$ cat src/rtl/apb_xfer_ctrl_0.sv
// apb_xfer_ctrl_0: single-outstanding APB master transfer controller.
// Accepts one request from the bridge, runs the APB SETUP/ACCESS phases on
// the slave picked by the one-hot ss vector, then holds the response
// until the bridge consumes it. Illegal selects (none or several slaves)
// short-circuit to a decode-error response without touching the bus.
//
// Handshakes: both req (req_valid/req_ready) and rsp (rsp_valid/rsp_ready)
// transfer exactly on a rising pclk edge where valid && ready are both 1;
// the payload must be stable while valid is high and ready is low, and
// ready never depends combinationally on valid.
module apb_xfer_ctrl_0 #(
  parameter int ADDR_WIDTH     = 32,
  parameter int DATA_WIDTH     = 32,
  parameter int SLAVE_NUM      = 5,
  parameter int TIMEOUT_CYCLES = 16
) (
  input  logic                            pclk,
  input  logic                            presetn,
  input  logic                            req_valid,
  output logic                            req_ready,
  input  logic [ADDR_WIDTH-1:0]           req_addr,
  input  logic                            req_write,
  input  logic [DATA_WIDTH-1:0]           req_wdata,
  input  logic [DATA_WIDTH/8-1:0]         req_strb,
  input  logic [2:0]                      req_prot,
  input  logic [SLAVE_NUM-1:0]            ss,
  output logic                            rsp_valid,
  input  logic                            rsp_ready,
  output logic [DATA_WIDTH-1:0]           rsp_rdata,
  output logic                            rsp_err,
  output logic [SLAVE_NUM-1:0]            psel,
  output logic                            penable,
  output logic [ADDR_WIDTH-1:0]           paddr,
  output logic                            pwrite,
  output logic [DATA_WIDTH-1:0]           pwdata,
  output logic [DATA_WIDTH/8-1:0]         pstrb,
  output logic [2:0]                      pprot,
  input  logic [SLAVE_NUM*DATA_WIDTH-1:0] prdata,
  input  logic [SLAVE_NUM-1:0]            pready,
  input  logic [SLAVE_NUM-1:0]            pslverr
);

  typedef enum logic [2:0] {
    IDLE   = 3'd0,
    SETUP  = 3'd1,
    ACCESS = 3'd2,
    DECERR = 3'd3,
    RESP   = 3'd4
  } state_t;

  // Current FSM state; kept as a plainly named register so checkers can
  // bind to it hierarchically.
  state_t state;

  // Select vector captured at acceptance; indexes the slave return muxes.
  logic [SLAVE_NUM-1:0] ss_q;

  // Counts ACCESS cycles spent with the selected pready low.
  logic [7:0] tcnt;

  // Last permitted wait count: ACCESS ends on the cycle tcnt reaches this.
  localparam logic [7:0] TLAST = 8'(TIMEOUT_CYCLES - 1);

  logic                  sel_ready;
  logic                  sel_err;
  logic [DATA_WIDTH-1:0] sel_rdata;

  // Pick the selected slave's return signals; others are masked off by ss_q.
  always_comb begin
    sel_ready = 1'b0;
    sel_err   = 1'b0;
    sel_rdata = '0;
    for (int i = 0; i < SLAVE_NUM; i++) begin
      if (ss_q[i]) begin
        sel_ready = sel_ready | pready[i];
        sel_err   = sel_err | pslverr[i];
        sel_rdata = sel_rdata | prdata[i*DATA_WIDTH +: DATA_WIDTH];
      end
    end
  end

  // Transfer FSM with all bus and response outputs registered.
  always_ff @(posedge pclk) begin
    if (!presetn) begin
      state     <= IDLE;
      req_ready <= 1'b1;
      ss_q      <= '0;
      tcnt      <= '0;
      psel      <= '0;
      penable   <= 1'b0;
      paddr     <= '0;
      pwrite    <= 1'b0;
      pwdata    <= '0;
      pstrb     <= '0;
      pprot     <= '0;
      rsp_valid <= 1'b0;
      rsp_err   <= 1'b0;
      rsp_rdata <= '0;
    end else begin
      case (state)
        IDLE: begin
          if (req_valid && req_ready) begin
            req_ready <= 1'b0;
            ss_q      <= ss;
            paddr     <= req_addr;
            pwrite    <= req_write;
            pwdata    <= req_wdata;
            pstrb     <= req_strb;
            pprot     <= req_prot;
            if ($onehot(ss)) begin
              psel  <= ss;
              state <= SETUP;
            end else begin
              // Zero or multiple selects: never drive psel for this request.
              psel  <= '0;
              state <= DECERR;
            end
          end
        end

        SETUP: begin
          penable <= 1'b1;
          tcnt    <= '0;
          state   <= ACCESS;
        end

        ACCESS: begin
          if (sel_ready) begin
            psel      <= '0;
            penable   <= 1'b0;
            rsp_valid <= 1'b1;
            rsp_err   <= sel_err;
            rsp_rdata <= pwrite ? '0 : sel_rdata;
            state     <= RESP;
          end else if (tcnt == TLAST) begin
            // Slave never answered: end the transfer with an error.
            psel      <= '0;
            penable   <= 1'b0;
            rsp_valid <= 1'b1;
            rsp_err   <= 1'b1;
            rsp_rdata <= '0;
            state     <= RESP;
          end else begin
            tcnt <= tcnt + 8'd1;
          end
        end

        DECERR: begin
          rsp_valid <= 1'b1;
          rsp_err   <= 1'b1;
          rsp_rdata <= '0;
          state     <= RESP;
        end

        RESP: begin
          if (rsp_ready) begin
            rsp_valid <= 1'b0;
            req_ready <= 1'b1;
            state     <= IDLE;
          end
        end

        default: begin
          psel      <= '0;
          penable   <= 1'b0;
          rsp_valid <= 1'b0;
          req_ready <= 1'b1;
          state     <= IDLE;
        end
      endcase
    end
  end

endmodule

$ cat config.mk
export PLATFORM = sky130hd
export DESIGN_NAME = apb_xfer_ctrl_0
export DESIGN_NICKNAME = d
export VERILOG_FILES = /design/src/rtl/apb_xfer_ctrl_0.sv
export SDC_FILE = /design/constraint.sdc
export NUM_CORES = 1
export LEC_CHECK = 0
export BUFFER_PORTS_ARGS = -buffer_cell sky130_fd_sc_hd__buf_2
export CORE_AREA = 2 2 143 145
export DETAILED_ROUTE_END_ITERATION = 8
export DIE_AREA = 0 0 145 147
export SKIP_LAST_GASP = 1
export SLEW_MARGIN = 20
export SYNTH_ARGS = -nofsm -noshare
export SYNTH_HDL_FRONTEND = slang
export SYNTH_SLANG_ARGS = --single-unit
$ cat constraint.sdc
create_clock -name pclk -period 7.3 [get_ports pclk]
set_input_delay 0.73 -clock pclk [delete_from_list [all_inputs] [get_ports pclk]]
set_output_delay 0.73 -clock pclk [all_outputs]
set_load 0.1 [all_outputs]
==> results of run 1 <==
critical path, cell delays in order:
cell and delay (ns):
buf_2 0.13, fa_1 0.53, inv_1 0.05, fa_1 0.35, inv_1 0.07, ha_1 0.24, or4_4 0.53, nor4_4 0.41
a21oi_1 0.14, a311oi_1 0.27
registers in the layout, summed over array words and instances (netlist names), 3 cells and up:
register and count:
pstrb 4, tcnt 8, rsp_rdata 32, paddr 32
ss_q 5, psel 5, state 3, pprot 3
pwdata 32
power by group through the flow:
stage | Clock, µW | Sequential [µW] | Combinational [µW]
finish | 851 | 808 | 851
global route | 913 | 817 | 901
CTS | 877 | 809 | 858
detailed placement | 0 | 824 | 857
global placement | 0 | 822 | 855
floorplan | 0 | 1210 | 263
kinds of logic (layout without fill, tap and decap cells):
group | count (synthesis) | in the layout
AND/OR/NAND/NOR | 239 | 239
AO/OA/AOI/OAI | 216 | 216
flip-flops | 129 | 129
buffers and inverters | 62 | 413
adder cells (fa/ha/maj) | 4 | 4
multiplexers | 2 | 2
other | 0 | 6
path summary, 6_finish.rpt:
path | endpoint | slack, ns | cells after the start
min reg2reg | pwdata[28]$_SDFFE_PN0P_ | 0.45 | 2
max | psel[4]$_SDFFE_PN0P_ | 4.18 | 10
max reg2reg | tcnt[5]$_SDFFE_PN0P_ | 5.12 | 4
min | pwdata[28]$_SDFFE_PN0P_ | 0.45 | 2
cells in the final DEF (no fill, tap or decap), types with 5 or more instances in the layout:
cell type,instances
buf_2,363
a311oi_1,5
buf_4,12
nand2_1,202
nand4_1,5
a222oi_1,33
a21oi_1,90
dfxtp_1,129
nor2_1,6
a22oi_1,34
o21ai_0,7
a22o_1,32
inv_1,5
diode_2,6
clkbuf_16,17
final cells by class:
class / count / area [µm²] / area share (%)
Timing Repair Buffer: 375 / 1910 / 23.5
Clock buffer: 19 / 433 / 5.34
Tap cell: 270 / 338 / 4.17
Clock inverter: 13 / 151 / 1.87
Sequential cell: 129 / 2580 / 31.9
Inverter: 6 / 22.5 / 0.278
Antenna cell: 6 / 15.0 / 0.185
Multi-Input combinational cell: 461 / 2660 / 32.8
metrics by stage:
stage          power [µW]  instances  hold slack (ns)
2_1_floorplan        1470        652            0.455
3_3_place_gp         1680       1241            0.439
3_5_place_dp         1680       1241            0.443
4_1_cts              2540       1273            0.452
5_1_grt              2630       1278            0.470
6_report             2510       1279            0.450
routing by layer:
metal	part of all wire (%)	wire length, µm	global-route usage [%]
met1	38	8230	21.3
met2	50	10700	33.0
met3	8.4	1810	6.34
met4	3.5	750	9.65
met5	0	0	0
==> metrics, run 1 <==
Syn Nets 907; clk sinks 129; GRT Resource Usage Total 19.2%; Internal 1470 µW; post-synth cell types 45; Via density 4.88; pwr dens 310 nW/µm²; pre-CTS setup slack 3.77 ns; clk buf depth 2; fin area 8100 µm²; Final nets 1245; LEAKAGE 0.00385 µW; Max-slew headroom 37.8%; Routed Antenna Nets 0; Final TNS setup 0 ns; compound-gate portion of the synthesized area 28.0%; share of cells above drive strength 1 41.3%; Yosys reg bits 129; Crit Path Category input pin to flip-flop; ys async rst share 0%; hold buffers post-CTS 0; final-layout fill cell count 2040; Area Growth Syn to Fin 47.7%; total core area 19800 µm²; WL final 21500 µm; Site Rows 52; Worst-Margin Slew 0.934 ns; Inserted Clock Buffers 17; Setup-failing EPs final 0; Placed Instance Area 7500 µm²; DRT Pass-1 Iters 5; DR WL/cell 16.8 µm; first-pass GRT wire length 32100 µm; cell with the most instances after synthesis nand2_1; clock skew 0.0144 ns; Initial Utilization 27.6%; mux cell area share after synthesis 0.365%; crit start category input pin; PortBufs 363; Slew Viols, Final 0; post-synthesis xor/xnor area fraction 0%; clk_lat worst skew 0.41 ns; CTS tree yes; Sw Ratio 41.6%; CTS root buffer clkbuf_16; sequential fraction of the synthesis area 47.1%; EDFF count, synth 0; synthesized instance count 652; final worst setup slack 4.18 ns; Peak VDD IR 0.000165 V; Mean Syn Cell Area 8.41 µm²; outcome finished, final reports clean; Arr. time, crit path 3.43 ns; Tcrit/Tclk final 42.7%; Critical Path Sink Type flip-flop; fmax 321 MHz; die area 21300 µm²; routability-driven placement congestion ratio 0.790; critical path startpoint ss[0]; RSZ-0062 raised after global routing false; commonest cells in the synthesized netlist 202 x nand2_1, 129 x dfxtp_1, 90 x a21oi_1; Post-DP HPWL 15900 µm; FF-to-FF Start state[1]$_SDFFE_PN0P_; routed vias 6237; minimum clock period 3.12 ns; largest cells by area after synthesis dfxtp_1 47%, nand2_1 14%, a21oi_1 8.2%; CP max FO 10; max cap viols 0; Starting DRT DRC Count 315; simple-gate area share of the yosys netlist 18.6%; logic gate share of total power 33.9%; DRC 0; DIE WIDTH 145 µm; clock network fraction of design power 33.9%; most area-hungry cell type in the Yosys netlist dfxtp_1; Min-Delay Startpoint pwdata[28]$_SDFFE_PN0P_; Util after Layout 40.8%; Post-Syn Area 5490 µm²; final hold violation count 0; Syn. warnings 0; vias in the first global route 5984; pin count of the biggest net entering global routing 86; Seq pwr share 32.2%; post-CTS setup buffers 0; hold crit path type flip-flop to flip-flop; Die Ht 147 µm; Synth Area in Adders 1.19%; required time worst endpoint 7.61 ns; largest family of logic cells by synthesized area compound AO/OA/AOI/OAI gates; initial antenna violation count 6; H-tree lvl count 4; clock slew at reported path FFs 0.06 ns; grt ovf 0; Synth top area share 47.1%; NetSw 1040 µW; Post-CTS Resized 0; I/O pins 364; Top FF cell, synth dfxtp_1
No activity file was read; power rests on OpenSTA's default activity.
==> inputs of run 2 (changes only) <==
- ABC_AREA: not set -> 1
- CORE_AREA: 2 2 143 145 -> 2 2 142 144
- DIE_AREA: 0 0 145 147 -> 0 0 144 146
- clock period: 7.3 -> 3 ns (I/O delays scaled with it)
==> run 2 against run 1 <==
Against the previous run:
- synthesized cell count grew 46%
- clock-buffer cell count is 2 lower
- critical path type is now flip-flop to flip-flop
- routed wire length increased by 2.6%
- via count rose by 12%
- power grew to 4.3 times the previous value
- critical path depth shrank 2
- worst hold slack got worse by 0.29 ns
- core utilization up 4.9 points
- cell count grew 22%
- clock power increased by 150%
- non-clock buffer count is 2 lower
- clock skew shrank 0.0034 ns
==> metrics, run 2 <==
most area-hungry cell type in the Yosys netlist dfxtp_1; Worst-Margin Slew 1.05 ns; total core area 19300 µm²; Arr. time, crit path 2.52 ns; I/O pins 364; Critical Path Sink Type flip-flop; Starting DRT DRC Count 187; post-synth cell types 30; GRT Resource Usage Total 20.0%; clk buf depth 2; Regs by FF count paddr (32), pwdata (32), rsp_rdata (32); Die Ht 146 µm; vias in the first global route 6442; Syn. warnings 0; synthesized instance count 955; initial antenna violation count 3; Max-slew headroom 29.7%; largest cells by area after synthesis dfxtp_1 40%, nand2_1 18%, a21oi_1 7.2%; Post-DP HPWL 16000 µm; routed vias 7003; max cap viols 0; Final nets 1538; DRT Pass-1 Iters 5; Slew Viols, Final 0; most frequent cells in the layout 362 x buf_2, 311 x nand2_1, 129 x dfxtp_1; clk_lat worst skew 0.41 ns; RSZ-0062 raised after global routing false; H-tree lvl count 4; Top FF cell, synth dfxtp_1; Inserted Clock Buffers 17; fmax 452 MHz; most common cell after layout, fill and taps aside buf_2; Mean Syn Cell Area 6.69 µm²; cell with the most instances after synthesis nand2_1; pin count of the biggest net entering global routing 146; post-CTS setup buffers 0; post-synthesis xor/xnor area fraction 0.137%; Routed Antenna Nets 0; Design Power 10700 µW; crit start category flip-flop; WL final 22000 µm; Syn Nets 1210; clock skew 0.0110 ns; compound-gate portion of the synthesized area 17.9%; Post-CTS Resized 0; die area 21000 µm²; CTS tree yes; Initial Utilization 33.0%; LEAKAGE 0.00439 µW; Crit Path Category flip-flop to flip-flop; clock slew at reported path FFs 0.07 ns; hold buffers post-CTS 0; ys async rst share 0%; DR WL/cell 14.1 µm; commonest cells in the synthesized netlist 312 x nand2_1, 129 x dfxtp_1, 92 x a21oi_1, 92 x inv_1, 80 x nor2_1; mux cell area share after synthesis 0%; first-pass GRT wire length 32900 µm; routability-driven placement congestion ratio 0.804; share of cells above drive strength 1 32.6%; Post-Syn Area 6390 µm²; worst reg2reg path depth 8; Final TNS setup 0 ns; Via density 4.48; Setup-failing EPs final 0; outcome finished, final reports clean; PortBufs 363; sequential fraction of the synthesis area 40.4%; CTS root buffer clkbuf_16; simple-gate area share of the yosys netlist 28.8%; EDFF count, synth 0; DIE WIDTH 144 µm; minimum clock period 2.21 ns; pwr dens 1210 nW/µm²; Yosys reg bits 129; grt ovf 0; DRC 0; required time worst endpoint 3.30 ns; CP max FO 32; clk sinks 129; Synth Area in Adders 1.02%; Area Growth Syn to Fin 38.4%; final hold violation count 0; Peak VDD IR 0.000684 V; Site Rows 51; Tcrit/Tclk final 73.7%; largest family of logic cells by synthesized area simple AND/OR/NAND/NOR gates; Worst Hold Depth 3; hold crit path type input pin to flip-flop; Synth top area share 40.4%
## run 2: cell families (layout without fill, tap and decap cells)
family | after synthesis | count (layout)
simple gates | 452 | 452
compound gates | 210 | 210
buf+inv | 159 | 500
flops | 129 | 129
fa+ha+maj | 4 | 4
xor+xnor | 1 | 1
other cells | 0 | 3
## run 2: routing by layer
metal,track usage [%],vias to the layer above,part of all wire (%)
met1,23.0,3028,41
met5,0,-,0
li1,-,3700,-
met2,34.4,253,48
met3,6.58,22,9.1
met4,6.81,0,1.9
## run 2: critical path, stage by stage, from the launching register on
cell and delay, ns:
dfxtp_1 0.32, nand2_2 0.06, nand3_2 0.09, nor2_4 0.17, clkinv_1 0.84, o211ai_1 0.40, nand2_1 0.09, nand2_1 0.08
nor2_1 0.04
## run 2: path summary, 6_finish.rpt
path	end	startpoint	slack, ns
max reg2reg	rsp_rdata[4]$_SDFFE_PN0P_	ss_q[3]$_SDFFE_PN0P_	0.79
min reg2reg	pwdata[31]$_SDFFE_PN0P_	pwdata[31]$_SDFFE_PN0P_	0.44
max	rsp_rdata[4]$_SDFFE_PN0P_	ss_q[3]$_SDFFE_PN0P_	0.79
min	pwdata[16]$_SDFFE_PN0P_	req_wdata[16]	0.16
## run 2: cell type report
class,count,area (µm²)
fill,2111,10500
multi-input combinational,667,3070
clock buffer,17,425
tap,265,332
clock inverter,15,169
antenna,3,7.51
timing repair buffer,373,1910
inverter,95,357
sequential,129,2580
## run 2: per-stage QoR
step                setup WS, ns  util (%)  area (µm²)  hold slack [ns]  std cells
CTS                        0.857      45.7        8840            0.146       1561
detailed placement         0.678      42.6        8240            0.433       1529
finish                     0.789      45.8        8850            0.160       1564
global placement           0.702      42.6        8240            0.428       1529
global route               0.566      45.7        8840            0.165       1563
floorplan                  0.932         -        6390            0.447        955
## run 2: power by group
| group | internal [µW] | switching, µW | total (µW) | leakage [µW] |
|---|---|---|---|---|
| logic | 1030 | 5030 | 6060 | 0.00304 |
| registers | 2240 | 295 | 2530 | 0.00106 |
| clock network | 1250 | 848 | 2100 | 0.000289 |
| total | 4510 | 6180 | 10700 | 0.00439 |
==> inputs of run 3 (changes only) <==
- clock period: 3 -> 2.2 ns (I/O delays scaled with it)
==> run 3 against run 2 <==
Against the previous run:
- sequential share of layout area down 0.22 points
- sequential power up 36%
- critical endpoint is now psel[3]$_SDFFE_PN0P_
- register-to-register slack worse by 0.38 ns
- clock power up 31%
- highest routed layer unchanged
- largest cell class unchanged
==> metrics, run 3 (same netlist as run 2, synthesis figures left out) <==
outcome finished, final reports clean; worst hold endpoint pwdata[10]$_SDFFE_PN0P_; hold crit path type input pin to flip-flop; fmax 557 MHz; final worst setup slack 0.404 ns; Initial Utilization 33.0%; clk_lat worst skew 0.42 ns; hold buffers post-CTS 0; CTS root buffer clkbuf_16; Max-slew headroom 64.1%; routed vias 7093; clk buf depth 2; post-CTS setup buffers 0; DR WL/cell 13.9 µm; clock slew at reported path FFs 0.06 ns; die area 21000 µm²; Final TNS setup 0 ns; Starting DRT DRC Count 170; clock skew 0.0117 ns; CP max FO 5; required time worst endpoint 2.53 ns; DRC 0; share of cells above drive strength 1 32.9%; clk sinks 129; PortBufs 363; Final nets 1544; worst reg2reg path depth 11; I/O pins 364; R2R setup slack 0.41 ns; WL final 21800 µm; grt ovf 0; RSZ-0062 raised after global routing false; CTS tree yes; Post-CTS Resized 0; FF-to-FF Start tcnt[0]$_SDFFE_PN0P_; fin area 8910 µm²; Worst Hold Depth 3; Critical Path Sink Type flip-flop; most common cell after layout, fill and taps aside buf_2; Post-DP HPWL 16300 µm; H-tree lvl count 4; DRT Pass-1 Iters 5; first-pass GRT wire length 33200 µm; DIE WIDTH 144 µm; pin count of the biggest net entering global routing 66; Area Growth Syn to Fin 39.5%; Slew Viols, Final 0; Arr. time, crit path 2.13 ns; Inserted Clock Buffers 17; Min-Delay Startpoint req_wdata[10]; GRT Resource Usage Total 20.0%; Design Power 14500 µW; Site Rows 51; pwr dens 1630 nW/µm²; final hold violation count 0; Worst R2R End rsp_rdata[24]$_SDFFE_PN0P_; minimum clock period 1.80 ns; vias in the first global route 6721; max cap viols 0; Die Ht 146 µm; Via density 4.52; LEAKAGE 0.00443 µW; pre-CTS setup slack -0.0276 ns; Crit Path Category input pin to flip-flop; Setup-failing EPs final 0; Placed Instance Area 8330 µm²; Worst-Margin Slew 0.539 ns; initial antenna violation count 1; Peak VDD IR 0.000989 V; Routed Antenna Nets 0; most frequent cells in the layout 362 x buf_2, 311 x nand2_1, 129 x dfxtp_1; Tcrit/Tclk final 81.6%; crit start category input pin; total core area 19300 µm²; Regs by FF count paddr (32), pwdata (32), rsp_rdata (32); routability-driven placement congestion ratio 0.818
run 3: stage by stage:
stage / hold slack, ns / util (%) / instances
6_report: 0.0741 / 46.1 / 1568
3_3_place_gp: 0.427 / 43.1 / 1535
2_1_floorplan: 0.367 / - / 955
5_1_grt: 0.0757 / 46.1 / 1567
3_5_place_dp: 0.431 / 43.1 / 1535
4_1_cts: 0.0547 / 46.1 / 1567
run 3: layout make-up:
type                       instances  area [µm²]
fill                            2066       10400
multi-input combinational        667        3070
sequential                       129        2580
timing repair buffer             379        1990
clock buffer                      17         425
inverter                          95         357
tap                              265         332
clock inverter                    15         159
antenna                            1        2.50
run 3: routing by layer:
metal  routed length [µm]  GRT usage [%]  vias to the layer above
met4                  341           5.98                        0
met1                 8690           21.9                     3096
met2                10600           36.3                      265
met3                 2150           6.52                       25
met5                    0              0                        -
li1                     -              -                     3707
run 3: worst max path at each step:
stage | start | endpoint | slack (ns)
final | ss[0] | psel[3]$_SDFFE_PN0P_ | 0.40
after global routing | tcnt[0]$_SDFFE_PN0P_ | rsp_rdata[24]$_SDFFE_PN0P_ | 0.22
after CTS | tcnt[0]$_SDFFE_PN0P_ | rsp_rdata[24]$_SDFFE_PN0P_ | 0.41
after detailed placement | ss[0] | psel[3]$_SDFFE_PN0P_ | -0.03
after global placement | ss[0] | state[1]$_SDFFE_PN0P_ | -0.008
after floorplan | ss[0] | state[1]$_SDFFE_PN0P_ | 0.21
run 3: power by group:
part	internal, µW	switching, µW	leakage, µW
Clock	1520	1230	0.000282
Combinational	1470	6870	0.00309
Sequential	3050	398	0.00106
Total	6040	8490	0.00443
run 3: critical path, stage by stage:
cell and delay, ns:
buf_2 0.11, fa_1 0.52, inv_1 0.05, fa_1 0.35, inv_1 0.07, ha_1 0.23
nor2_1 0.10, nand2_1 0.11, nor2_4 0.16, nand2_1 0.06, a21oi_1 0.15
